### src/rtl/ext_mem_responder_pkg.sv
// ----------------------------------------------------------------------------
// ext_mem_responder_pkg : size codes, FSM encodings and burst address helpers
// Rev 1.0
// ----------------------------------------------------------------------------
`default_nettype none

package ext_mem_responder_pkg;

  localparam logic [4:0] SZ_BURST16 = 5'd15;
  localparam logic [4:0] SZ_BURST32 = 5'd31;

  localparam logic [2:0] ST_IDLE   = 3'd0;
  localparam logic [2:0] ST_RDCMD  = 3'd1;
  localparam logic [2:0] ST_RDWAIT = 3'd2;
  localparam logic [2:0] ST_ERRREP = 3'd3;
  localparam logic [2:0] ST_WRCMD  = 3'd4;
  localparam logic [2:0] ST_WRBEAT = 3'd5;

  function automatic logic sz_legal(input logic [4:0] sz);
    return (sz <= 5'd7) || (sz == SZ_BURST16) || (sz == SZ_BURST32);
  endfunction

  // Index of the final beat; illegal codes are treated as a single beat.
  function automatic logic [1:0] last_beat(input logic [4:0] sz);
    if (sz == SZ_BURST32) return 2'd3;
    if (sz == SZ_BURST16) return 2'd1;
    return 2'd0;
  endfunction

  // Critical doubleword first, wrapping inside the 16/32-byte block.
  function automatic logic [28:0] beat_dword(input logic [31:0] addr,
                                             input logic [4:0]  sz,
                                             input logic [1:0]  beat);
    logic [1:0] off;
    off = addr[4:3] + beat;
    if (sz == SZ_BURST32) return {addr[31:5], off};
    if (sz == SZ_BURST16) return {addr[31:4], addr[3] ^ beat[0]};
    return addr[31:3];
  endfunction

endpackage

`default_nettype wire

### src/rtl/ext_mem_responder_wlane.sv
// ----------------------------------------------------------------------------
// ext_wlane : big-endian byte-lane alignment of a right-justified single write
// Rev 1.0
// ----------------------------------------------------------------------------
`default_nettype none

module ext_wlane (
  input  logic [2:0]  addr_lo_i,
  input  logic [2:0]  sz_i,
  input  logic [63:0] wdata_i,
  output logic [63:0] wdata_o,
  output logic [7:0]  wmask_o
);

  logic [2:0] w_shift;
  logic [7:0] w_ones;

  // Only meaningful when addr_lo_i + sz_i <= 7; the caller rejects the rest.
  assign w_shift = 3'd7 - addr_lo_i - sz_i;
  assign w_ones  = 8'hFF >> (3'd7 - sz_i);
  assign wdata_o = wdata_i << {w_shift, 3'b000};
  assign wmask_o = w_ones << w_shift;

endmodule

`default_nettype wire

### src/rtl/ext_mem_responder.sv
// ----------------------------------------------------------------------------
// ext_mem_responder : single-transaction bridge from the ext bus to memory
// Rev 1.0
// ----------------------------------------------------------------------------
`default_nettype none

module ext_mem_responder #(
  parameter logic [31:0] MEMBYTES = 32'h0080_0000
) (
  input  logic        clk,
  input  logic        rst,
  input  logic [31:0] extaddr,
  input  logic [63:0] extwdata,
  input  logic [4:0]  extsz,
  input  logic        extreq,
  input  logic        extwr,
  input  logic        extsrc,
  output logic        extrdy,
  output logic        extreply,
  output logic        extreplyto,
  output logic [63:0] extrdata,
  output logic        exterror,
  output logic [28:0] memaddr,
  output logic        memrd,
  output logic        memwr,
  output logic [63:0] memwdata,
  output logic [7:0]  memwmask,
  input  logic        memack,
  input  logic        memrvalid,
  input  logic [63:0] memrdata
);

  import ext_mem_responder_pkg::*;

  logic [2:0]  state_q,   state_d;
  logic [31:0] addr_q,    addr_d;
  logic [4:0]  sz_q,      sz_d;
  logic        src_q,     src_d;
  logic [63:0] wdata_q,   wdata_d;
  logic [1:0]  beat_q,    beat_d;
  logic        reply_q,   reply_d;
  logic        error_q,   error_d;
  logic        replyto_q, replyto_d;
  logic [63:0] rdata_q,   rdata_d;

  logic        w_last;
  logic        w_burst;
  logic        w_in_range;
  logic        w_span_ok;
  logic [63:0] w_lane_data;
  logic [7:0]  w_lane_mask;

  ext_wlane u_wlane (
    .addr_lo_i (addr_q[2:0]),
    .sz_i      (sz_q[2:0]),
    .wdata_i   (wdata_q),
    .wdata_o   (w_lane_data),
    .wmask_o   (w_lane_mask)
  );

  assign w_last     = (beat_q == last_beat(sz_q));
  assign w_burst    = (sz_q == SZ_BURST16) || (sz_q == SZ_BURST32);
  assign w_in_range = (extaddr < MEMBYTES);
  assign w_span_ok  = (extsz > 5'd7) ||
                      (({1'b0, extaddr[2:0]} + {1'b0, extsz[2:0]}) <= 4'd7);

  assign extrdy     = !rst && ((state_q == ST_IDLE) || (state_q == ST_WRBEAT));
  assign extreply   = reply_q;
  assign exterror   = error_q;
  assign extreplyto = replyto_q;
  assign extrdata   = rdata_q;

  assign memaddr  = beat_dword(addr_q, sz_q, beat_q);
  assign memrd    = !rst && (state_q == ST_RDCMD);
  assign memwr    = !rst && (state_q == ST_WRCMD);
  assign memwdata = w_burst ? wdata_q : w_lane_data;
  assign memwmask = memwr ? (w_burst ? 8'hFF : w_lane_mask) : 8'h00;

  always_comb begin
    state_d   = state_q;
    addr_d    = addr_q;
    sz_d      = sz_q;
    src_d     = src_q;
    wdata_d   = wdata_q;
    beat_d    = beat_q;
    reply_d   = 1'b0;
    error_d   = 1'b0;
    replyto_d = replyto_q;
    rdata_d   = rdata_q;

    case (state_q)
      ST_IDLE: begin
        if (extreq) begin
          addr_d  = extaddr;
          sz_d    = extsz;
          src_d   = extsrc;
          wdata_d = extwdata;
          beat_d  = 2'd0;
          if (extwr) begin
            state_d = (sz_legal(extsz) && w_in_range && w_span_ok) ? ST_WRCMD : ST_IDLE;
          end else begin
            state_d = (sz_legal(extsz) && w_in_range) ? ST_RDCMD : ST_ERRREP;
          end
        end
      end
      ST_RDCMD: begin
        if (memack) state_d = ST_RDWAIT;
      end
      ST_RDWAIT: begin
        if (memrvalid) begin
          reply_d   = 1'b1;
          rdata_d   = memrdata;
          replyto_d = src_q;
          if (w_last) begin
            state_d = ST_IDLE;
          end else begin
            beat_d  = beat_q + 2'd1;
            state_d = ST_RDCMD;
          end
        end
      end
      ST_ERRREP: begin
        reply_d   = 1'b1;
        error_d   = 1'b1;
        rdata_d   = 64'd0;
        replyto_d = src_q;
        if (w_last) begin
          state_d = ST_IDLE;
        end else begin
          beat_d = beat_q + 2'd1;
        end
      end
      ST_WRCMD: begin
        if (memack) begin
          if (w_last) begin
            state_d = ST_IDLE;
          end else begin
            beat_d  = beat_q + 2'd1;
            state_d = ST_WRBEAT;
          end
        end
      end
      ST_WRBEAT: begin
        if (extreq) begin
          wdata_d = extwdata;
          state_d = ST_WRCMD;
        end
      end
      default: state_d = ST_IDLE;
    endcase
  end

  always_ff @(posedge clk) begin
    if (rst) begin
      state_q   <= ST_IDLE;
      addr_q    <= 32'd0;
      sz_q      <= 5'd0;
      src_q     <= 1'b0;
      wdata_q   <= 64'd0;
      beat_q    <= 2'd0;
      reply_q   <= 1'b0;
      error_q   <= 1'b0;
      replyto_q <= 1'b0;
      rdata_q   <= 64'd0;
    end else begin
      state_q   <= state_d;
      addr_q    <= addr_d;
      sz_q      <= sz_d;
      src_q     <= src_d;
      wdata_q   <= wdata_d;
      beat_q    <= beat_d;
      reply_q   <= reply_d;
      error_q   <= error_d;
      replyto_q <= replyto_d;
      rdata_q   <= rdata_d;
    end
  end

endmodule

`default_nettype wire
### config.mk
export PLATFORM = sky130hd
export DESIGN_NAME = ext_mem_responder
export DESIGN_NICKNAME = d
export VERILOG_FILES = /design/src/rtl/ext_mem_responder_pkg.sv /design/src/rtl/ext_mem_responder_wlane.sv /design/src/rtl/ext_mem_responder.sv
export SDC_FILE = /design/constraint.sdc
export NUM_CORES = 1
export LEC_CHECK = 0
export CAP_MARGIN = 30
export CORE_UTILIZATION = 40
export CTS_BUF_LIST = sky130_fd_sc_hd__clkbuf_4
export DETAILED_ROUTE_END_ITERATION = 16
export GPL_TIMING_DRIVEN = 0
export PLACE_DENSITY = 0.86
export REMOVE_ABC_BUFFERS = 1
export SETUP_SLACK_MARGIN = 0.2
export SKIP_LAST_GASP = 1
export SYNTH_ARGS = -nofsm -noshare
export SYNTH_HDL_FRONTEND = slang
export SYNTH_SLANG_ARGS = --single-unit
### constraint.sdc
create_clock -name clk -period 3.15 [get_ports clk]
set_input_delay 0.63 -clock clk [delete_from_list [all_inputs] [get_ports clk]]
set_output_delay 0.63 -clock clk [all_outputs]
set_load 0.005 [all_outputs]
## Yosys cells after proc, flatten, opt, wreduce, memory -nomap -nowiden

Cells that the tools add are included.

- Eq/ne operators: 16
- Div/mod/pow operators: 0
- Reduce and logical (&&, ||, !) cells: 20
- Bitwise logic cells: 1
- Multiplexer cells: 38
- Add/sub/neg operators: 6
- Multipliers: 0
- Magnitude comparators: 4
- Shifts and indexed selects: 3

Operator list:

| operator | number |
|---|---|
| 64-bit two-way mux | 2 |
| 64-bit case mux with 2 select lines | 1 |
| 29-bit two-way mux | 4 |
| 64-bit by 6-bit left shift with 64-bit output | 1 |
| 32-bit by 24-bit less-than comparator with 1-bit output (second input constant) | 1 |
| 3-bit two-way mux | 9 |
| 2-bit two-way mux | 9 |
| 3-bit case mux with 6 select lines | 1 |
| 8-bit two-way mux | 2 |
| 2-bit inequality test (second input constant) | 6 |
| 5-bit by 4-bit equality test with 1-bit output (second input constant) | 2 |
| 5-bit equality test (second input constant) | 2 |
| 2-bit case mux with 4 select lines | 1 |
| 8-bit by 3-bit left shift with 8-bit output | 1 |
| 8-bit by 3-bit right shift with 8-bit output (first input constant) | 1 |
| 1-bit two-way mux | 7 |
| 3-bit by 2-bit equality test with 1-bit output (second input constant) | 2 |
| 3-bit equality test (second input constant) | 2 |
| 2-bit AND reduction | 3 |
| 6-bit AND reduction | 1 |
| 3-bit subtractor (first input constant) | 2 |
| 5-bit by 3-bit > comparator with 1-bit output (second input constant) | 1 |
| 5-bit by 3-bit <= comparator with 1-bit output (second input constant) | 1 |
| 1-bit logical AND | 5 |
| 16 further kinds | 21 |

- Logic and storage cells: 98
- Latch bits: 0
- Register bits after elaboration: 174
- Bits in writable memories: 0
- Bits in read-only memories: 0
- Output and inout port bits: 171
- Memories: 0

## Longest topological paths before layout

Gate-level depths: netlist (run 1).

- Word-level depth: 9
- Mapped depth: 10
- Depth with buffers taken out: 7

## Hierarchy

A second synthesis (run 1) with hierarchy kept.

- Cell total of the unflattened synthesis: 1319
- Area, all modules: 9494.1 sq um

Modules (own cells, without submodules):

| module | instances | area each (sq um) | sequential area each (sq um) | cells an instance |
|---|---|---|---|---|
| ext_mem_responder | 1 | 7435.9 | 3483.3 | 1020 |
| ext_wlane | 1 | 2058.2 | 0.0 | 299 |

## Least setup slack after synthesis (run 1)

No wires, ideal clock.

- Kind: reg-to-output
- Start: reg sz_q[0]
- End: out memwdata[51]
- Path buffers: 2
- Stages on the path, launching flop included: 9
- Arrival: 2.283 ns
- Path slack: 0.237 ns
- Data required time: 2.520 ns
- Path through: dfxtp_1 > ha_1 > fa_1 > buf_2 > clkbuf_1 > mux2_2 > a22oi_1 > a21oi_1 > a22o_1

- Longest elaborated chain between the ends: 3
- Elaborated cells on any way between the ends: 6

Ends and longest elaborated chain:

| item | RTL line | RTL |
|---|---|---|
| start, declared | ext_mem_responder.sv:37 | `logic [4:0] sz_q, sz_d;` |
| start signal, assigned | ext_mem_responder.sv:168 | `sz_q <= sz_d;` |
| 3-bit subtractor (tied with other cells) | ext_mem_responder_wlane.sv:19 | `assign w_shift = 3'd7 - addr_lo_i - sz_i;` |
| 64-bit by 6-bit left shift with 64-bit output or 1-bit logical OR (tied branches) | ext_mem_responder_wlane.sv:21, ext_mem_responder.sv:62 |  |
| 64-bit two-way mux * | ext_mem_responder.sv:76 | `assign memwdata = w_burst ? wdata_q : w_lane_data;` |
| end, declared | ext_mem_responder.sv:26 | `output logic [63:0] memwdata,` |

Every way passes the cells marked *; elsewhere a longest branch is shown, timed or not.

## Worst setup path in the final report (run 1)

- Start: reg addr_q[0]
- End: out memwdata[52]

- Longest elaborated chain between the ends: 4

Ends and longest elaborated chain:

| item | RTL line | RTL |
|---|---|---|
| start, declared | ext_mem_responder.sv:36 | `logic [31:0] addr_q, addr_d;` |
| start signal, assigned | ext_mem_responder.sv:167 | `addr_q <= addr_d;` |
| 3-bit subtractor (2 in a row) | ext_mem_responder_wlane.sv:19 |  |
| 64-bit by 6-bit left shift with 64-bit output | ext_mem_responder_wlane.sv:21 | `assign wdata_o = wdata_i << {w_shift, 3'b000};` |
| 64-bit two-way mux | ext_mem_responder.sv:76 |  |

Every way passes these cells.

==> impl_metrics.py, run 1 <==
metrics = {
    "status": {
        "outcome": "finished, violations left",
        "violations": "setup timing",
    },
    "synthesis": {
        "ys.warnings.count": 0,
        "synth_edf_count": 0,
        "synth_cells": 1165,
        "synth-async-reset-ratio_pct": 0,
        "synth-main-ff-cell": "dfxtp_1",
        "synth-seq-cells": 174,
        "synth_cell_types": 55,
        "postSynthAreaPerCell_sq_um": 7.71,
        "syn_area_sq_mm": 0.00898,
        "synth_seq_area_share_pct": 38.8,
    },
    "finish": {
        "syn2layout_area_growth_pct": 62.9,
        "drive_above_1_share_pct": 25.0,
        "final_cell_mix": "clkdlybuf4s50_1 (269), nand2_1 (261), dfxtp_1 (166), a21oi_1 (123), nor2_1 (103)",
        "layout.cells.most_common": "clkdlybuf4s50_1",
        "finish.utilization_pct": 66.8,
        "nFillCells": 1685,
        "nNetsFinal": 1709,
        "instances_no_fill": 1829,
    },
    "power": {
        "power.leakage_uw": 0.00563,
        "powerDensity_mw_per_mm2": 442,
        "peakVddDrop_uv": 280,
    },
    "critical_path": {
        "arrival_ps": 3410,
        "cpMostUsedCell": "buf_6",
        "reg2reg_from": "state_q[2]$_SDFFE_PP0P_",
        "critPathKind": "reg -> out",
        "slowest_stage": "fa_4",
        "crit_fanout": 8,
        "critPathMaxStageDelay_ps": 870,
        "cp.buffers_inverters": 4,
        "startpoint": "addr_q[0]$_SDFFE_PP0P_",
        "crit_required_ps": 2520,
        "worst_setup_path_end_kind": "output port",
        "cp_top_family": "adder cells",
        "path_cells": "ha_4 > fa_4 > buf_16 > buf_6 > buf_6 > mux2i_4 > nor2_2 > a211oi_2 > a21oi_1 > a22o_1 > buf_2",
        "cp-start-kind": "flip-flop",
    },
    "clocking": {
        "cts.path.max_buffers": 2,
        "cts_tree": "yes",
        "clock-sinks": 174,
        "clkTransAtPathRegs_ps": 180,
        "holdBufCountCts": 0,
        "cts-buffers-inserted": 17,
        "htree_num_levels": 4,
        "clockRootBuffer": "clkbuf_4",
        "clk_latency_ps": 590,
    },
    "timing": {
        "slew_viol_final": 0,
        "fmax_ghz": 0.247,
        "setup_viol_count_final": 72,
        "rsz0062_at_grt": "yes",
        "tightest_slew_ps": 952,
        "period_share_pct": 128,
        "slew_headroom_pct": 36.3,
        "hold_viol_final": 0,
        "setup_slack_ps": -895,
        "skew_ps": 35.6,
        "layout_min_cycle_time_ps": 4040,
    },
    "worst_hold_path": {
        "worstHoldStart": "src_q$_SDFFE_PP0P_",
        "min_path_type": "reg -> reg",
    },
    "placement": {
        "place_congestion": 0.967,
        "io_buffers": 342,
        "pre_cts_slack_ps": -1440,
        "dp.cells": 1672,
        "dp_hpwl_mm": 22.1,
    },
    "drt": {
        "vias": 10800,
        "avgRoutedWirePerCell_um": 21.4,
        "drt_iter0_drc": 933,
        "drt-pass1-iter-count": 6,
        "ant_nets": 0,
        "drc_errors": 0,
        "wirelength_mm": 39.1,
        "via_per_inst": 5.89,
    },
    "die": {
        "num_rows": 54,
        "top_level_ports": 343,
        "fp.dieW_um": 152,
        "die_y_um": 152,
        "core_sq_mm": 0.0219,
        "die_area_sq_mm": 0.0231,
        "initial_utilization_pct": 41.0,
    },
    "global_routing": {
        "grt_overflow": 0,
        "track_usage_pct": 31.3,
        "grt_max_degree": 107,
        "grt_pass1_wl_mm": 57.3,
        "grt_pass1_vias": 10500,
        "antenna_found_initial": 3,
    },
    "flow_run": {
        "cap_violations": 0,
    },
}
worst register-to-register path, cell delays in order (launching register included):
cell     delay [ps]
dfxtp_2         540
xor2_1          370
or3b_2          720
buf_12          300
nand2_1         140
a21oi_1         220
timing repair:
item                                    4_1_cts  5_1_grt
cloned                                       14        0
gates resized for setup                     422       75
setup buffers                                88       19
pin swaps                                   106       62
endpoints found under the setup margin       76       76
layer usage:
layer	vias to the layer above	wire, um	track usage, %	part of all wire (%)
li1	4781	-	-	-
met1	5011	13500	33.7	35
met5	-	0	0	0
met3	210	4180	9.93	11
met4	0	2460	18.3	6.3
met2	763	18900	53.7	48
area by class of cell:
type	instances	area [sq um]	share of cell area, %
multi-input combinational	852	5430	37.1
timing repair buffer	483	5010	34.3
sequential	174	3500	23.9
tap	280	350	2.39
clock inverter	15	183	1.25
clock buffer	17	128	0.872
inverter	4	18.8	0.128
antenna	4	10.0	0.0684
Yosys cell counts, drive strengths merged (10+ instances only):
cell type    n  area share, %
and2        10           0.70
buf         84            5.3
a211oi      25            2.1
dfxtp      174             39
clkbuf      52            2.2
o31ai       17            1.4
a22o        18            1.8
a22oi       73            6.1
mux2        17            2.1
a21oi      130            7.2
o21ai       34            1.9
nand3       10           0.56
mux2i       28            3.1
nand2      273             11
nor2       108            4.5
a31oi       20            1.4
nor2b       13           0.91
worst paths after layout:
path                                           endpoint  slack (ps)  depth (start not counted)
worst min register to register       src_q$_SDFFE_PP0P_         470                          2
worst min-delay path                 src_q$_SDFFE_PP0P_         470                          2
worst max register to register  wdata_q[4]$_SDFFE_PP0P_         810                          5
worst max-delay path                       memwdata[52]        -890                         11
cells by family after synthesis:
logic type,share of synthesized area (%)
simple gates,20.4
buf+inv,7.60
fa+ha+maj,0.891
mux,7.26
compound gates,23.9
xor+xnor,1.16
flops,38.8
through the flow:
stage	TNS (ps)	area, sq um	hold WS, ps	power [uW]
3_5_place_dp	-62430	12500	447	4230
3_3_place_gp	-934290	12100	442	4150
5_1_grt	-52500	14600	463	6710
6_report	-44430	14600	467	6470
4_1_cts	-49660	14200	457	6210
2_1_floorplan	-291670	8320	430	3320
report_power, final:
part / switching (uW) / internal (uW)
Combinational: 1200 / 1350
Sequential: 156 / 2350
Clock: 1030 / 385
flip-flops by register name (all words and copies together), names as in the netlist:
name and cells:
extrdata 64, beat_q 2, extreplyto 1, extreply 1
src_q 1, exterror 1, sz_q 5, addr_q 32
wdata_q 64, state_q 3
No activity file was read; power rests on OpenSTA's default activity.
==> run 2: changes to the inputs <==
PLACE_DENSITY = default   (was 0.86)
PLACE_DENSITY_LB_ADDON = 0.08   (was default)
==> impl_metrics.py, run 2 (synthesis gave the netlist of run 1 again) <==
metrics = {
    "critical_path": {
        "slowest_stage": "fa_4",
        "path_cells": "ha_4 > fa_4 > buf_16 > buf_12 > nand2_4 > o21ai_4 > buf_6 > buf_16 > buf_4 > buf_4 > a22o_1 > buf_2",
        "critPathMaxStageDelay_ps": 890,
        "r2r_end": "wdata_q[4]$_SDFFE_PP0P_",
        "arrival_ps": 3310,
        "critPathKind": "reg -> out",
        "crit_required_ps": 2520,
        "reg2reg_from": "state_q[2]$_SDFFE_PP0P_",
        "worst_setup_path_end_kind": "output port",
        "rrSetupSlack_ps": 940,
        "r2r_cells": 4,
        "crit_fanout": 6,
        "startpoint": "sz_q[0]$_SDFFE_PP0P_",
        "cp-start-kind": "flip-flop",
    },
    "finish": {
        "final_cell_mix": "clkdlybuf4s50_1 (268), nand2_1 (261), dfxtp_1 (167), a21oi_1 (126), nor2_1 (106)",
        "finish.utilization_pct": 68.1,
        "instances_no_fill": 1835,
        "syn2layout_area_growth_pct": 66.0,
        "nNetsFinal": 1718,
        "drive_above_1_share_pct": 25.5,
        "nFillCells": 1749,
        "layout.cells.most_common": "clkdlybuf4s50_1",
    },
    "power": {
        "pwr-share-comb_pct": 39.5,
        "switching_power_uw": 2260,
        "powerDensity_mw_per_mm2": 436,
        "power.leakage_uw": 0.00577,
        "seq_power_share_pct": 38.4,
        "internal_power_uw": 4250,
        "p_sw_share_pct": 34.7,
        "power_uw": 6510,
        "peakVddDrop_uv": 254,
        "power_frac_clock_pct": 22.1,
    },
    "timing": {
        "layout_min_cycle_time_ps": 3940,
        "skew_ps": 17.1,
        "setup_viol_count_final": 72,
        "slew_viol_final": 0,
        "tightest_slew_ps": 920,
        "fmax_ghz": 0.254,
        "tns_ps": -41520,
        "slew_headroom_pct": 38.6,
        "setup_slack_ps": -786,
        "rsz0062_at_grt": "yes",
        "period_share_pct": 125,
        "hold_viol_final": 0,
    },
    "drt": {
        "vias": 10400,
        "wirelength_mm": 36.4,
        "via_per_inst": 5.65,
        "avgRoutedWirePerCell_um": 19.9,
        "ant_nets": 0,
        "drc_errors": 0,
        "drt_iter0_drc": 828,
        "drt-pass1-iter-count": 8,
    },
    "placement": {
        "place_congestion": 0.841,
        "io_buffers": 342,
        "dp_hpwl_mm": 20.6,
        "dp.cells": 1674,
        "pre_cts_slack_ps": -1090,
    },
    "global_routing": {
        "grt_pass1_wl_mm": 54.2,
        "grt_pass1_vias": 9952,
        "top_usage_layer": "met2",
        "antenna_found_initial": 3,
        "track_usage_pct": 29.2,
        "use_met2_pct": 49.0,
        "grt_overflow": 0,
        "grt_max_degree": 95,
        "grt_use_met3_pct": 9.30,
        "grt_util_met1_pct": 34.5,
    },
    "worst_hold_path": {
        "hold-path-cell-count": 2,
        "min_to": "addr_q[12]$_SDFFE_PP0P_",
        "min_path_type": "reg -> reg",
        "worstHoldStart": "addr_q[12]$_SDFFE_PP0P_",
    },
    "die": {
        "num_rows": 54,
        "die_y_um": 152,
        "die_area_sq_mm": 0.0231,
        "core_sq_mm": 0.0219,
        "fp.dieW_um": 152,
        "top_level_ports": 343,
        "initial_utilization_pct": 41.0,
    },
    "status": {
        "outcome": "finished, violations left",
        "violations": "setup timing",
    },
    "flow_run": {
        "cap_violations": 0,
    },
    "clocking": {
        "cts_tree": "yes",
        "clockRootBuffer": "clkbuf_4",
        "clkTransAtPathRegs_ps": 170,
        "clk_latency_ps": 590,
        "cts-buffers-inserted": 17,
        "clock-sinks": 174,
        "htree_num_levels": 4,
        "cts.path.max_buffers": 2,
    },
}
-- run 2: cell types whose count changed in the layout (fill, tap and decap cells not counted), moves of 5 or more --
cell,change
buf_12,-5
o21ai_4,+5
buf_8,+6
nand3_1,-5
buf_4,+5
a211oi_2,-5
buf_2,-8
-- run 2: timing repair --
item / 4_1_cts / 5_1_grt
gates cloned: 13 / 3
buffers inserted: 79 / 33
pin swaps: 95 / 65
hold buffers: 0 / 0
resized for setup: 399 / 119
endpoints found under the setup margin: 77 / 76
-- run 2: final cells by class --
cell class	instances	area [sq um]	share of cell area [%]
clock buffer	17	128	0.856
sequential	174	3500	23.5
tap	280	350	2.35
multi-input combinational	852	5560	37.3
inverter	4	20.0	0.134
timing repair buffer	492	5170	34.7
clock inverter	14	174	1.17
antenna	2	5.00	0.0336
-- run 2: worst max-delay path: cells and delay by family (launching register included) --
| kind | cells | cell delay, ps |
|---|---|---|
| adders and majority gates | 2 | 1040 |
| and+or+nand+nor | 1 | 60 |
| DFF | 1 | 390 |
| AOI/OAI and AO/OA | 2 | 390 |
| buffers and inverters | 7 | 830 |
-- run 2: per-stage QoR --
stage	instance area [sq um]	hold slack (ps)
after floorplan	8320	430
after global placement	12100	441
after detailed placement	12500	448
after CTS	14200	470
after global routing	14900	484
final	14900	467
-- run 2: worst max-delay path by stage --
stage | endpoint | slack [ps] | depth (start not counted)
floorplan | memwdata[48] | -1520 | 6
detailed placement | memwdata[53] | -1090 | 8
global route | memwdata[55] | -900 | 11
finish | memwdata[53] | -790 | 12
global placement | wdata_q[10]$_SDFFE_PP0P_ | -5070 | 4
CTS | memwdata[53] | -860 | 13
-- run 2: routing by layer --
| layer | share of wire, % | up-vias |
|---|---|---|
| met2 | 49 | 567 |
| met4 | 3.5 | 2 |
| met5 | 0.036 | - |
| met1 | 38 | 4914 |
| li1 | - | 4806 |
| met3 | 9.5 | 85 |
-- run 2: power by group through the flow --
stage	registers, uW	logic [uW]	clock network (uW)
after floorplan	2500	824	0
after global placement	2520	1640	0
after detailed placement	2520	1700	0
after CTS	2490	2260	1460
after global routing	2520	2710	1560
final	2500	2570	1440
